### src/rtl/dap_pkg.sv
// Shared DAP definitions: shifter FSM states, line direction codes and default transfer width.
package dap_pkg;

   localparam int DEFAULT_MAX_BITS = 32;

   localparam logic DIR_IN  = 1'b0;
   localparam logic DIR_OUT = 1'b1;

   typedef enum logic [1:0] {
      IDLE,
      SHIFT,
      DONE
   } state_t;

endpackage

### src/rtl/dap_bit_shifter_if.sv
// Command/response handshake between a DAP sequencer (master) and the bit shifter (slave).
interface dap_bit_shifter_if import dap_pkg::*; #(
   parameter int MAX_BITS = DEFAULT_MAX_BITS,
   parameter int CNT_W    = $clog2(MAX_BITS + 1)
) ();

   logic                cmd_valid;
   logic                cmd_ready;
   logic                cmd_dir;
   logic [CNT_W-1:0]    cmd_len;
   logic [MAX_BITS-1:0] cmd_wdata;
   logic                rsp_valid;
   logic                rsp_ready;
   logic [MAX_BITS-1:0] rsp_rdata;

   modport master (
      output cmd_valid, cmd_dir, cmd_len, cmd_wdata, rsp_ready,
      input  cmd_ready, rsp_valid, rsp_rdata
   );

   modport slave (
      input  cmd_valid, cmd_dir, cmd_len, cmd_wdata, rsp_ready,
      output cmd_ready, rsp_valid, rsp_rdata
   );

endinterface

### src/rtl/dap_bit_shifter.sv
// Serial SWDIO bit engine: shifts 1..MAX_BITS bits LSB-first out, or samples them in,
// paced by the baud generator's sclk_pulse (bit edge) and sclk_delay_pulse (sample strobe).
module dap_bit_shifter import dap_pkg::*; #(
   parameter int MAX_BITS = DEFAULT_MAX_BITS,
   parameter int CNT_W    = $clog2(MAX_BITS + 1)
) (
   input  logic              clk,
   input  logic              reset,
   input  logic              sclk_pulse,
   input  logic              sclk_delay_pulse,
   input  logic              abort,
   input  logic              swdio_in,
   dap_bit_shifter_if.slave  bus,
   output logic              swdio_out,
   output logic              swdio_oe,
   output logic              busy
);

   state_t              state, state_nxt;
   logic [MAX_BITS-1:0] shreg, shreg_nxt;
   logic [CNT_W-1:0]    len, len_sat;
   logic [CNT_W-1:0]    pulse_cnt, pulse_nxt;
   logic [CNT_W-1:0]    samp_cnt, samp_nxt;
   logic                dir;
   logic                accept, pulse_inc, samp_inc, finish;

   assign bus.cmd_ready = (state == IDLE);
   assign busy          = (state != IDLE);
   assign len_sat       = (bus.cmd_len > CNT_W'(MAX_BITS)) ? CNT_W'(MAX_BITS) : bus.cmd_len;

   // NOTE: every signal gets its default before the case so no path leaves one unassigned (no latches).
   always_comb begin
      state_nxt = state;
      accept    = 1'b0;
      pulse_inc = 1'b0;
      samp_inc  = 1'b0;
      finish    = 1'b0;
      pulse_nxt = pulse_cnt;
      samp_nxt  = samp_cnt;
      unique case (state)
         IDLE: begin
            if (bus.cmd_valid) begin
               accept    = 1'b1;
               state_nxt = (bus.cmd_len == '0) ? DONE : SHIFT;
            end
         end
         SHIFT: begin
            pulse_inc = sclk_pulse && (pulse_cnt < len);
            pulse_nxt = pulse_cnt + CNT_W'(pulse_inc);
            // Compare against the post-increment count so a zero-delay strobe samples this bit.
            samp_inc  = sclk_delay_pulse && (samp_cnt < pulse_nxt);
            samp_nxt  = samp_cnt + CNT_W'(samp_inc);
            if (pulse_nxt == len && samp_nxt == len) begin
               finish    = 1'b1;
               state_nxt = DONE;
            end
         end
         DONE: begin
            if (bus.rsp_ready) state_nxt = IDLE;
         end
         default: state_nxt = IDLE;
      endcase
      if (abort) begin
         state_nxt = IDLE;
         accept    = 1'b0;
         pulse_inc = 1'b0;
         samp_inc  = 1'b0;
         finish    = 1'b0;
         pulse_nxt = pulse_cnt;
         samp_nxt  = samp_cnt;
      end
   end

   always_comb begin
      shreg_nxt = shreg;
      if (pulse_inc && dir == DIR_OUT) shreg_nxt = shreg >> 1;
      if (samp_inc && dir == DIR_IN)   shreg_nxt = {swdio_in, shreg[MAX_BITS-1:1]};
   end

   // NOTE: sequential state uses non-blocking assignments so every register samples pre-edge values.
   always_ff @(posedge clk) begin
      if (reset) state <= IDLE;
      else       state <= state_nxt;
   end

   // NOTE: the shift register is cleared on reset too; it is a single register, not a memory array.
   always_ff @(posedge clk) begin
      if (reset) begin
         shreg         <= '0;
         len           <= '0;
         dir           <= DIR_IN;
         pulse_cnt     <= '0;
         samp_cnt      <= '0;
         bus.rsp_valid <= 1'b0;
         bus.rsp_rdata <= '0;
         swdio_out     <= 1'b0;
         swdio_oe      <= 1'b0;
      end else if (abort) begin
         pulse_cnt     <= '0;
         samp_cnt      <= '0;
         bus.rsp_valid <= 1'b0;
         swdio_oe      <= 1'b0;
      end else if (accept) begin
         shreg     <= bus.cmd_wdata;
         len       <= len_sat;
         dir       <= bus.cmd_dir;
         pulse_cnt <= '0;
         samp_cnt  <= '0;
         swdio_oe  <= (bus.cmd_dir == DIR_OUT);
         if (bus.cmd_dir == DIR_OUT) swdio_out <= bus.cmd_wdata[0];
         if (bus.cmd_len == '0) begin
            bus.rsp_valid <= 1'b1;
            bus.rsp_rdata <= '0;
         end
      end else begin
         shreg     <= shreg_nxt;
         pulse_cnt <= pulse_nxt;
         samp_cnt  <= samp_nxt;
         // The final bit stays on the line after its edge instead of exposing stale shifter bits.
         if (pulse_inc && dir == DIR_OUT && pulse_nxt < len) swdio_out <= shreg_nxt[0];
         if (finish) begin
            bus.rsp_valid <= 1'b1;
            bus.rsp_rdata <= (dir == DIR_IN) ? (shreg_nxt >> (CNT_W'(MAX_BITS) - len)) : '0;
         end else if (state == DONE && bus.rsp_ready) begin
            bus.rsp_valid <= 1'b0;
         end
      end
   end

endmodule

### src/flat_wrapper.sv
// flat-port wrapper written by rule: the top's interface ports become plain ports
module dap_bit_shifter_flat import dap_pkg::*;
#(
   parameter int MAX_BITS = DEFAULT_MAX_BITS,
   parameter int CNT_W    = $clog2(MAX_BITS + 1)
)
  (clk, reset, sclk_pulse, sclk_delay_pulse, abort, swdio_in, swdio_out, swdio_oe, busy, bus_cmd_valid, bus_cmd_dir, bus_cmd_len, bus_cmd_wdata, bus_rsp_ready, bus_cmd_ready, bus_rsp_valid, bus_rsp_rdata);
  dap_bit_shifter_if #(.MAX_BITS(MAX_BITS), .CNT_W(CNT_W)) bus_i ();
  input  logic clk;
  input  logic reset;
  input  logic sclk_pulse;
  input  logic sclk_delay_pulse;
  input  logic abort;
  input  logic swdio_in;
  output logic swdio_out;
  output logic swdio_oe;
  output logic busy;
  input wire logic [$bits(bus_i.cmd_valid)-1:0] bus_cmd_valid;
  input wire logic [$bits(bus_i.cmd_dir)-1:0] bus_cmd_dir;
  input wire logic [$bits(bus_i.cmd_len)-1:0] bus_cmd_len;
  input wire logic [$bits(bus_i.cmd_wdata)-1:0] bus_cmd_wdata;
  input wire logic [$bits(bus_i.rsp_ready)-1:0] bus_rsp_ready;
  output wire logic [$bits(bus_i.cmd_ready)-1:0] bus_cmd_ready;
  output wire logic [$bits(bus_i.rsp_valid)-1:0] bus_rsp_valid;
  output wire logic [$bits(bus_i.rsp_rdata)-1:0] bus_rsp_rdata;
  assign bus_i.cmd_valid = bus_cmd_valid;
  assign bus_i.cmd_dir = bus_cmd_dir;
  assign bus_i.cmd_len = bus_cmd_len;
  assign bus_i.cmd_wdata = bus_cmd_wdata;
  assign bus_i.rsp_ready = bus_rsp_ready;
  assign bus_cmd_ready = bus_i.cmd_ready;
  assign bus_rsp_valid = bus_i.rsp_valid;
  assign bus_rsp_rdata = bus_i.rsp_rdata;
  dap_bit_shifter #(.MAX_BITS(MAX_BITS), .CNT_W(CNT_W)) u_core (.clk(clk), .reset(reset), .sclk_pulse(sclk_pulse), .sclk_delay_pulse(sclk_delay_pulse), .abort(abort), .swdio_in(swdio_in), .bus(bus_i), .swdio_out(swdio_out), .swdio_oe(swdio_oe), .busy(busy));
endmodule
### config.mk
export PLATFORM = sky130hd
export DESIGN_NAME = dap_bit_shifter_flat
export DESIGN_NICKNAME = d
export VERILOG_FILES = /design/src/rtl/dap_pkg.sv /design/src/rtl/dap_bit_shifter_if.sv /design/src/rtl/dap_bit_shifter.sv /design/src/flat_wrapper.sv
export SDC_FILE = /design/constraint.sdc
export NUM_CORES = 1
export LEC_CHECK = 0
export CAP_MARGIN = 20
export CORE_AREA = 4 4 105 182
export CTS_CLUSTER_DIAMETER = 40
export DETAILED_ROUTE_END_ITERATION = 7
export DIE_AREA = 0 0 109 186
export SETUP_SLACK_MARGIN = 0.05
export SYNTH_ARGS = -nofsm -noshare
export SYNTH_HDL_FRONTEND = slang
export SYNTH_SLANG_ARGS = --single-unit
export TNS_END_PERCENT = 5
### constraint.sdc
create_clock -name clk -period 6.7 [get_ports clk]
set_clock_uncertainty 0.15 [all_clocks]
set_input_delay 1.34 -clock clk [delete_from_list [all_inputs] [get_ports clk]]
set_output_delay 1.34 -clock clk [all_outputs]
set_load 0.005 [all_outputs]
# ---- Word level (Yosys, flattened, before mapping)
# Index checks and enable logic that the tools add are counted.
dict set report totals {
  register_bits 88
  word_cells 81
}
dict set report classes {
  n_addsub 3
  magnitude_cmp 4
  eq_ne 9
  n_shift 1
  mux 32
  bitwise 2
  n_reduce_logical 20
}
# cell count
set ops {}
lappend ops {{two-way mux 32 bit} 7}
lappend ops {{right shift 32 x 6 -> 32 bit} 1}
lappend ops {{less-than comparator 6 bit} 3}
lappend ops {{two-way mux 6 bit} 3}
lappend ops {{two-way mux 1 bit} 17}
lappend ops {{adder 6 x 1 -> 6 bit} 2}
lappend ops {{== test 6 bit} 2}
lappend ops {{AND reduction 3 bit} 3}
lappend ops {{two-way mux 2 bit} 4}
lappend ops {{!= test 2 bit (second input constant)} 4}
lappend ops {{logical AND 1 bit} 7}
lappend ops {{> comparator 6 bit (second input constant)} 1}
lappend ops {{zero test 6 bit} 1}
lappend ops {{case mux 2 bit (3 select lines)} 1}
lappend ops {{nonzero test 2 bit} 3}
lappend ops {{subtractor 6 bit (first input constant)} 1}
lappend ops {{AND reduction 2 bit} 2}
lappend ops {{nonzero test 3 bit} 1}
lappend ops {{OR reduction 3 bit} 1}
lappend ops {{== test 2 x 1 -> 1 bit (second input constant)} 1}
lappend ops {{== test 2 bit (second input constant)} 1}
lappend ops {{zero test 2 bit} 1}
lappend ops {{!= test 2 x 1 -> 1 bit (second input constant)} 1}
lappend ops {{NOT 1 bit} 2}
lappend ops {{OR reduction 2 bit} 1}

# ---- Longest topological paths before layout
dict set report logic_depth {
  word_depth 13
  mapped_depth 26
  mapped_depth_nobuf 24
}

# ---- Worst setup path before layout
# Ideal clock, no wire load.
dict set report synth_path {
  kind {input to register}
  from {input sclk_pulse}
  to {register u_core.bus.rsp_rdata[2]}
  arrival_ns 5.700
  slack_ns 0.776
  path_stages 22
  n_path_buf 1
  cell_sequence {nor2b_1 -> o211ai_1 -> a21oi_1 -> ha_1 -> nand3_2 -> or3_1 -> and2_1 -> ha_1 -> nand2_1 -> nor2_1 -> a21oi_1 -> ha_1 -> ha_1 -> or3_1 -> a22oi_1 -> o21ai_0 -> a2111oi_4 -> nand2_1 -> nor3_2 -> buf_2 -> o21ai_0 -> a31oi_1}
}
dict set report synth_between {
  elab_chain_cells 12
  elab_cells_between_ends 25
  cone_classes {add/sub: 2; order compare: 1; eq/ne: 2; shift: 1; mux: 12; reduce/logical: 7}
}
# element line_no
set synth_rtl {}
lappend synth_rtl {{start, declared} flat_wrapper.sv:11} ;# input logic sclk_pulse;
lappend synth_rtl {{logical AND 1 bit (*)} dap_bit_shifter.sv:48} ;# pulse_inc = sclk_pulse && (pulse_cnt < len);
lappend synth_rtl {{adder 6 x 1 -> 6 bit} dap_bit_shifter.sv:49} ;# pulse_nxt = pulse_cnt + CNT_W'(pulse_inc);
lappend synth_rtl {{less-than comparator 6 bit} dap_bit_shifter.sv:51} ;# samp_inc = sclk_delay_pulse && (samp_cnt < pulse_nxt);
lappend synth_rtl {{logical AND 1 bit} dap_bit_shifter.sv:51}
lappend synth_rtl {{adder 6 x 1 -> 6 bit / two-way mux 1 bit (equally long branches)} {dap_bit_shifter.sv:52, dap_bit_shifter.sv:40}}
lappend synth_rtl {{== test 6 bit / two-way mux 1 bit (equally long branches)} {dap_bit_shifter.sv:53, dap_bit_shifter.sv:63}}
lappend synth_rtl {{logical AND 1 bit (on tied branches)} {dap_bit_shifter.sv:53, dap_bit_shifter.sv:77}}
lappend synth_rtl {{two-way mux 1 bit / two-way mux 32 bit (equally long branches)} {dap_bit_shifter.sv:53, dap_bit_shifter.sv:77}}
lappend synth_rtl {{two-way mux 1 bit / right shift 32 x 6 -> 32 bit (equally long branches)} {dap_bit_shifter.sv:40, dap_bit_shifter.sv:123}}
lappend synth_rtl {{two-way mux 1 bit / two-way mux 32 bit (equally long branches)} {dap_bit_shifter.sv:63, dap_bit_shifter.sv:123}}
lappend synth_rtl {{nonzero test 2 bit (no source line) / two-way mux 32 bit (equally long branches)} n/a}
lappend synth_rtl {{AND reduction 3 bit (no source line) / two-way mux 32 bit (equally long branches)} n/a}
lappend synth_rtl {{end signal, assigned} dap_bit_shifter.sv:123} ;# bus.rsp_rdata <= (dir == DIR_IN) ? (shreg_nxt >> (CNT_W'(MAX_BITS) - len)) : '0;
lappend synth_rtl {{end, declared} dap_bit_shifter_if.sv:23} ;# output cmd_ready, rsp_valid, rsp_rdata
# Mark *: on every way between the ends. The rest lies on a longest branch, timed or not. The select of a mux whose other input is x is not followed.
# A chain may end at the register's enable or synchronous reset.

# ---- Worst setup path after layout
dict set report layout_path {
  from {input sclk_pulse}
  to {register u_core.bus.rsp_rdata[15]}
}
# Same word-level chain as after synthesis.

==> summary.md <==
| Metric | Value |
|---|---|
| Most used standard cell by instance count after synthesis | `nor2_1` |
| Clock root cell | `clkbuf_16` |
| Part of the power in registers | `0.400` |
| Total Power | `0.00140 W` |
| Clock sinks | `88` |
| WP data arrival | `6.45 ns` |
| HPWL after DPL | `19200 um` |
| Logic gate share of total power | `0.237` |
| Io pins | `84` |
| Synth Register Bits | `just under 90` |
| Critical path data required time | `6.82 ns` |
| Syn Inst Count | `935` |
| Hold Crit Class | `reg2reg` |
| Final wirelength | `25800 um` |
| Register area share after synthesis | `0.253` |
| WL/cell | `21.1 um` |
| Routability Congestion | `around 0.97` |
| Fin nets | `1056` |
| Crit path max fanout | `16` |
| Setup CP Type | `in2reg` |
| Port Buffers | `83` |
| Sequential standard cell area | `1760 um2` |
| Unrepaired setup endpoints after global routing | `yes` |
| Post-route minimum period | `between 6 and 7 ns` |
| Maximum vdd ir drop | `about 100 uV` |
| Final worst setup slack | `0.369 ns` |
| Slew Limit Headroom | `0.379` |
| Hold buffers post-CTS | `0` |
| Hold Fails Final Rpt | `0` |
| Die H | `186 um` |
| Synth top area cells | `dfxtp_1, nor2_1, a21oi_1` |
| Status | `finished clean` |
| Top cells by count, synth | `nor2_1, dfxtp_1, nand2_1` |
| Multi-input combinational cell area | `4800 um2` |
| Primary FF master, synth | `dfxtp_1` |
| Syn_nets | `1002` |
| Starting DRC count in detailed routing | `722` |
| Syn Area/Cell | `7.46 um2` |
| Hold Worst Slack | `between 0.3 and 0.4 ns` |
| Cts bufs inserted | `9` |
| Placed Cells | `1206` |
| Final std cells w/o fill | `1225` |
| H-tree levels | `3` |
| Cell Area, Placed | `8070 um2` |
| Leading area contributor after synthesis | `dfxtp_1` |
| Router iterations before antenna repair | `6` |
| Hold Path End | `u_core.bus.rsp_rdata[16]` |
| Die width | `109 um` |
| Via Count | `7574` |
| FP Rows | `between 60 and 70` |
| Internal power | `about 0.00093 W` |
| Global-route wire length before repair | `40600 um` |
| Largest net degree at the start of global routing | `65` |
| LEAKAGE | `2.98 nW` |
| Fin. max-slew vios | `0` |
| Worst Max-Slew Pin Slew | `0.926 ns` |
| Initial antenna violation count | `0` |
| Clock tree buffer depth | `2` |
| Yosys warnings | `0` |
| Distinct cells, synth | `87` |
| Clk pwr share | `0.363` |
| All-Layer GR Usage | `0.259` |
| Routed Antenna Nets | `0` |
| Fraction of layout cells with a size suffix above 1 | `0.108` |
| Type of origin of the critical path | `primary input` |
| Gr ovfl total | `0` |
| Psw | `0.000472 W` |
| Critical R2R Capture | `u_core.bus.rsp_rdata[15]` |
| Die area | `20300 um2` |
| R2R depth | `25` |
| Core ar. | `17500 um2` |
| Crit share post-route | `0.945` |
| EDFF count, synth | `0` |
| Crit Reg-Reg Startpoint | `u_core.len[3]` |
| CTS clk-pin slew, worst paths | `0.08 ns` |
| Worst Hold Path Cells | `2` |
| Dpl ws | `-0.0351 ns` |
| Residual DRC | `0` |
| Synth top area share | `0.253` |
| Layout fillers | `1741` |
| N_diodes | `0` |
| R2r setup slk | `roughly 0.84 ns` |
| Syn-to-layout area delta | `20.7%` |
| PwrDens | `166 nW/um2` |
| Max frequency | `158 MHz` |
| Final setup viols | `0` |
| Synthesized area | `6970 um2` |
| CTS tree | `built` |
| Clk_lat worst skew | `0.37 ns` |
| Hold Crit Start | `u_core.bus.rsp_rdata[16]` |
| Initial Util | `0.397` |
| Max cap viols | `0` |
| Design Area, Final | `8410 um2` |
| Async set-reset flop share out of synthesis | `0` |
| CP endpoint kind | `flop` |
| Vias/cell | `6.18` |
| Switch share | `0.337` |
| Vias in the first global route | `roughly 7300` |
-- flip-flops by register name (all words and copies together), names as in the netlist, 2 cells and up --
register              flops
u_core.bus.rsp_rdata     32
u_core.shreg             32
u_core.len                6
u_core.pulse_cnt          6
u_core.samp_cnt           6
u_core.state              2
-- how the worst max path moves through the flow --
stage	start	end	slack (ns)	cells after the start
6_report	sclk_pulse	u_core.bus.rsp_rdata[15]	0.37	24
5_1_grt	sclk_pulse	u_core.bus.rsp_rdata[7]	0.02	24
4_1_cts	sclk_pulse	u_core.bus.rsp_rdata[15]	0.30	23
3_5_place_dp	sclk_pulse	u_core.bus.rsp_rdata[5]	-0.04	23
3_3_place_gp	sclk_pulse	u_core.bus.rsp_rdata[15]	0.09	23
2_1_floorplan	sclk_pulse	u_core.bus.rsp_rdata[2]	0.78	22
-- metal layers --
layer	global-route usage	vias up	wire length [um]
met5	0	-	0
met4	0.163	0	1560
met3	0.0278	76	1330
met2	0.454	307	13100
met1	0.295	3613	9840
li1	-	3578	-
-- per-stage QoR --
step	TNS [ns]	utilization
floorplan	0	-
CTS	0	0.476
finish	0	0.480
detailed placement	-0.0893	0.460
global placement	0	0.460
global route	0	0.480
-- cell usage in the layout, fill, tap and decap left out, drive strengths merged, types with 7 or more instances in the layout --
cell type	Yosys	routed
and3	10	10
clkbuf	57	9
nand2b	9	9
mux4	10	10
o22a	9	9
a22oi	43	43
xnor2	12	12
o22ai	12	12
o21ai	45	45
clkdlybuf4s50	0	82
or3	10	10
nor3b	7	7
nand2	88	88
o31ai	7	7
ha	20	20
a211oi	13	13
a31oi	16	16
a221oi	7	7
buf	25	43
dfxtp	88	88
nor3	31	31
nand3	23	23
and2	8	8
o211ai	17	17
nor2	144	144
nor2b	8	8
inv	22	26
xor2	7	7
a21oi	76	76
mux2i	17	17
-- critical path, cell delays in order --
cell             delay [ns]
clkdlybuf4s50_1        0.45
nor2b_1                0.20
o211ai_1               0.16
a21oi_1                0.15
ha_1                   0.22
nand3_2                0.09
or3_1                  0.37
and2_1                 0.19
ha_1                   0.29
nand2_1                0.08
o211ai_1               0.23
a21oi_1                0.07
ha_1                   0.21
ha_1                   0.31
or3_1                  0.36
a22oi_1                0.16
o21ai_0                0.17
a2111oi_4              0.29
buf_4                  0.21
a31oi_4                0.17
buf_12                 0.23
a22oi_1                0.19
nor2_1                 0.06
a31o_2                 0.23
-- power by group through the flow --
stage	sequential, W	combinational (W)	clock [W]
floorplan	0.000557	0.000216	0
global placement	0.000572	0.000321	0
detailed placement	0.000571	0.000321	0
CTS	0.000559	0.000323	0.000516
global route	0.000562	0.000359	0.000532
finish	0.000561	0.000332	0.000508
-- repair_timing --
item | in CTS | in global routing
buffers inserted | 0 | 1
resized for setup | 0 | 1
endpoints found under the setup margin | 0 | 13
-- cells by family (layout without fill, tap and decap cells) --
family,count (synthesis),after routing,synth area share
fa+ha+maj,20,20,0.0359
buf+inv,105,164,0.0644
compound gates,316,316,0.323
mux,32,32,0.0648
xor+xnor,19,19,0.0239
flops,88,88,0.253
simple gates,355,355,0.236
-- layout make-up --
cell class              count  share of cell area
inverters                  23              0.0103
multi-input cells         742               0.570
well taps                 231              0.0343
clock buffers               9              0.0268
repair buffers            125               0.142
clock inverters             7             0.00714
flip-flops and latches     88               0.210
No activity file was read; power rests on OpenSTA's default activity.
==> RTL edit, RTL diff (same flow settings) <==
The 3 states of `state_t` get a one-hot encoding in 3 bits.
--- a/src/rtl/dap_pkg.sv
+++ b/src/rtl/dap_pkg.sv
@@ -8,6 +8,6 @@
 
-   typedef enum logic [1:0] {
-      IDLE,
-      SHIFT,
-      DONE
+   typedef enum logic [2:0] {
+      IDLE  = 3'b001,
+      SHIFT = 3'b010,
+      DONE  = 3'b100
    } state_t;
Formal check against the unedited RTL: same outputs for any inputs over 4 cycles, from zero or initial values and one cycle with reset high; so few cycles prove little.
==> RTL edit against the unedited design <==
Worst setup slack better by 0.094 ns. Wire length rose by 5.7%. Sequential cell count is 1 higher. Non-clock buffer count is 8 higher. Synthesized area grew 0.92%. Design area grew 1.7%. Die area stayed put. Total power increased by 0.16%. Synthesized cell count increased by 1.2%. Critical path depth rose by 1. Maximum frequency grew 1.5%. Register-to-register slack got worse by 0.23 ns. Highest routed layer unchanged.
==> RTL edit: results (changes against the unedited design) <==
** Detailed routing
- Total vias in the final route :: 7,869 (was 7,574)
- The starting DRC count in detailed routing came to 781 (was 722).
- The routed wire length came to 27,300 µm (was 25,800 µm).
- The total iterations of the first detailed-routing run came to 5 (was 6).

** Power
- The fraction of power spent switching nets is 31.9% (was 33.7%).
- The combinational power came to 0.313 mW (was 0.332 mW).
- The total leakage power was 3.09 nW (was 2.98 nW).
- Sequential share of power :: 40.2% (was 40.0%)
- The worst supply voltage drop on vdd was 0.108 mV (was 0.102 mV).
- The total chip power is 1.40 mW (about the same).

** Worst hold path
- The worst min-delay path startpoint was u_core.bus.rsp_rdata[24] (was u_core.bus.rsp_rdata[16]).

** Synth
- Most numerous cell types in the synthesized netlist: nor2_1, nand2_1, dfxtp_1 (was nor2_1, dfxtp_1, nand2_1).
- Number of nets in the synthesized netlist :: 1,013 (was 1,002)
- Xor and xnor fraction of the mapped netlist area :: 2.24% (was 2.39%)
- Syn_area_per_cell :: 7.44 µm² (was 7.46 µm²)
- Sequential-to-total area share from yosys stat :: 25.3% (about the same)
- Ranking of synthesized cells by area: dfxtp_1, nor2_1, a21oi_1, a22oi_1, nand2_1 (was dfxtp_1, nor2_1, a21oi_1, nand2_1, a22oi_1).
- The number of distinct library cell variants in the gate-level netlist after synthesis came to 91 (was 87).
- Synth Area in Adders :: 3.56% (was 3.59%)
- The synthesized-area fraction occupied by ao, oa, aoi and oai cells was 33.4% (was 32.3%).

** Placed design
- The post-placement worst setup slack came to 0.111 ns (was -0.0351 ns).
- Placed Cells incl. Taps :: 1,234 (was 1,206)
- The placed cell area is 8240 µm² (was 8070 µm²).
- Final weighted congestion in routability-driven placement :: 0.971 (was 0.966)

** Finish
- The relative area change from synthesis to final layout is 21.7% (was 20.7%).
- Nets@finish :: 1,083 (was 1,056)
- Non-clk buf share :: 14.0% (was 14.2%)
- Number of standard cells in the final layout excluding fillers :: 1,252 (was 1,225)
- Non-clock buffer count in the final layout :: 133 (was 125)
- The relative area of clock buffers and inverters in the final design was 3.55% (was 3.39%).
- The share of cells above drive strength 1 is 10.3% (was 10.8%).
- The number of non-clock inverters in the layout came to 24 (was 23).
- The fill cell instance count of the final layout is 1,739 (was 1,741).

** Timing
- The shortest clock period the worst path allows after layout came to 6.24 ns (was 6.33 ns).

** Critical path
- CP max FO :: 9 (was 16)
- The data arrival time at the worst-slack endpoint came to 6.39 ns (was 6.45 ns).
- The cell count of the worst reg-to-reg path came to 26 (was 25).
- Slack of the worst reg-to-reg path :: 0.61 ns (was 0.84 ns)
- The destination of the worst register-to-register timing path is u_core.bus.rsp_rdata[21] (was u_core.bus.rsp_rdata[15]).

** Global routing
- The global routing usage summed across all routing layers is 27.0% (was 25.9%).
- The global-route wire length before repair is 41,900 µm (was 40,600 µm).
- The largest net degree at the start of global routing was 55 (was 65).
- The number of global-route vias before repair is 7,613 (was 7,260).

** Status
- Outcome :: complete, no violations (unchanged)

** Clock network
- The number of sinks handled by clock tree synthesis came to 89 (was 88).
==> RTL edit: changes by cell type in the layout (fill, tap and decap cells not counted), sizes merged, moves of 6 or more <==
cell	unedited run	this run
buf	43	51
a31oi	16	7
a21boi	0	6
o21ai	45	30
nand4	2	12
nand3	23	30
nand2	88	96
mux4	10	4
nor2	144	137
o211ai	17	24
==> RTL edit: layer usage <==
| metal | track usage (%) | wire length (µm) | vias to the layer above |
|---|---|---|---|
| met1 | 28.1 | 9790 | 3780 |
| met3 | 3.64 | 1200 | 105 |
| li1 | - | - | 3698 |
| met4 | 17.6 | 1840 | 0 |
| met2 | 49.5 | 14500 | 286 |
| met5 | 0 | 0 | - |
==> RTL edit: critical path: cells and delay by family <==
kind | cells | cell delay [ns]
XOR/XNOR | 2 | 0.39
AND/OR/NAND/NOR | 8 | 1.73
adder cells (fa/ha/maj) | 5 | 1.08
AO/OA/AOI/OAI | 6 | 1.00
buffers and inverters | 4 | 0.85
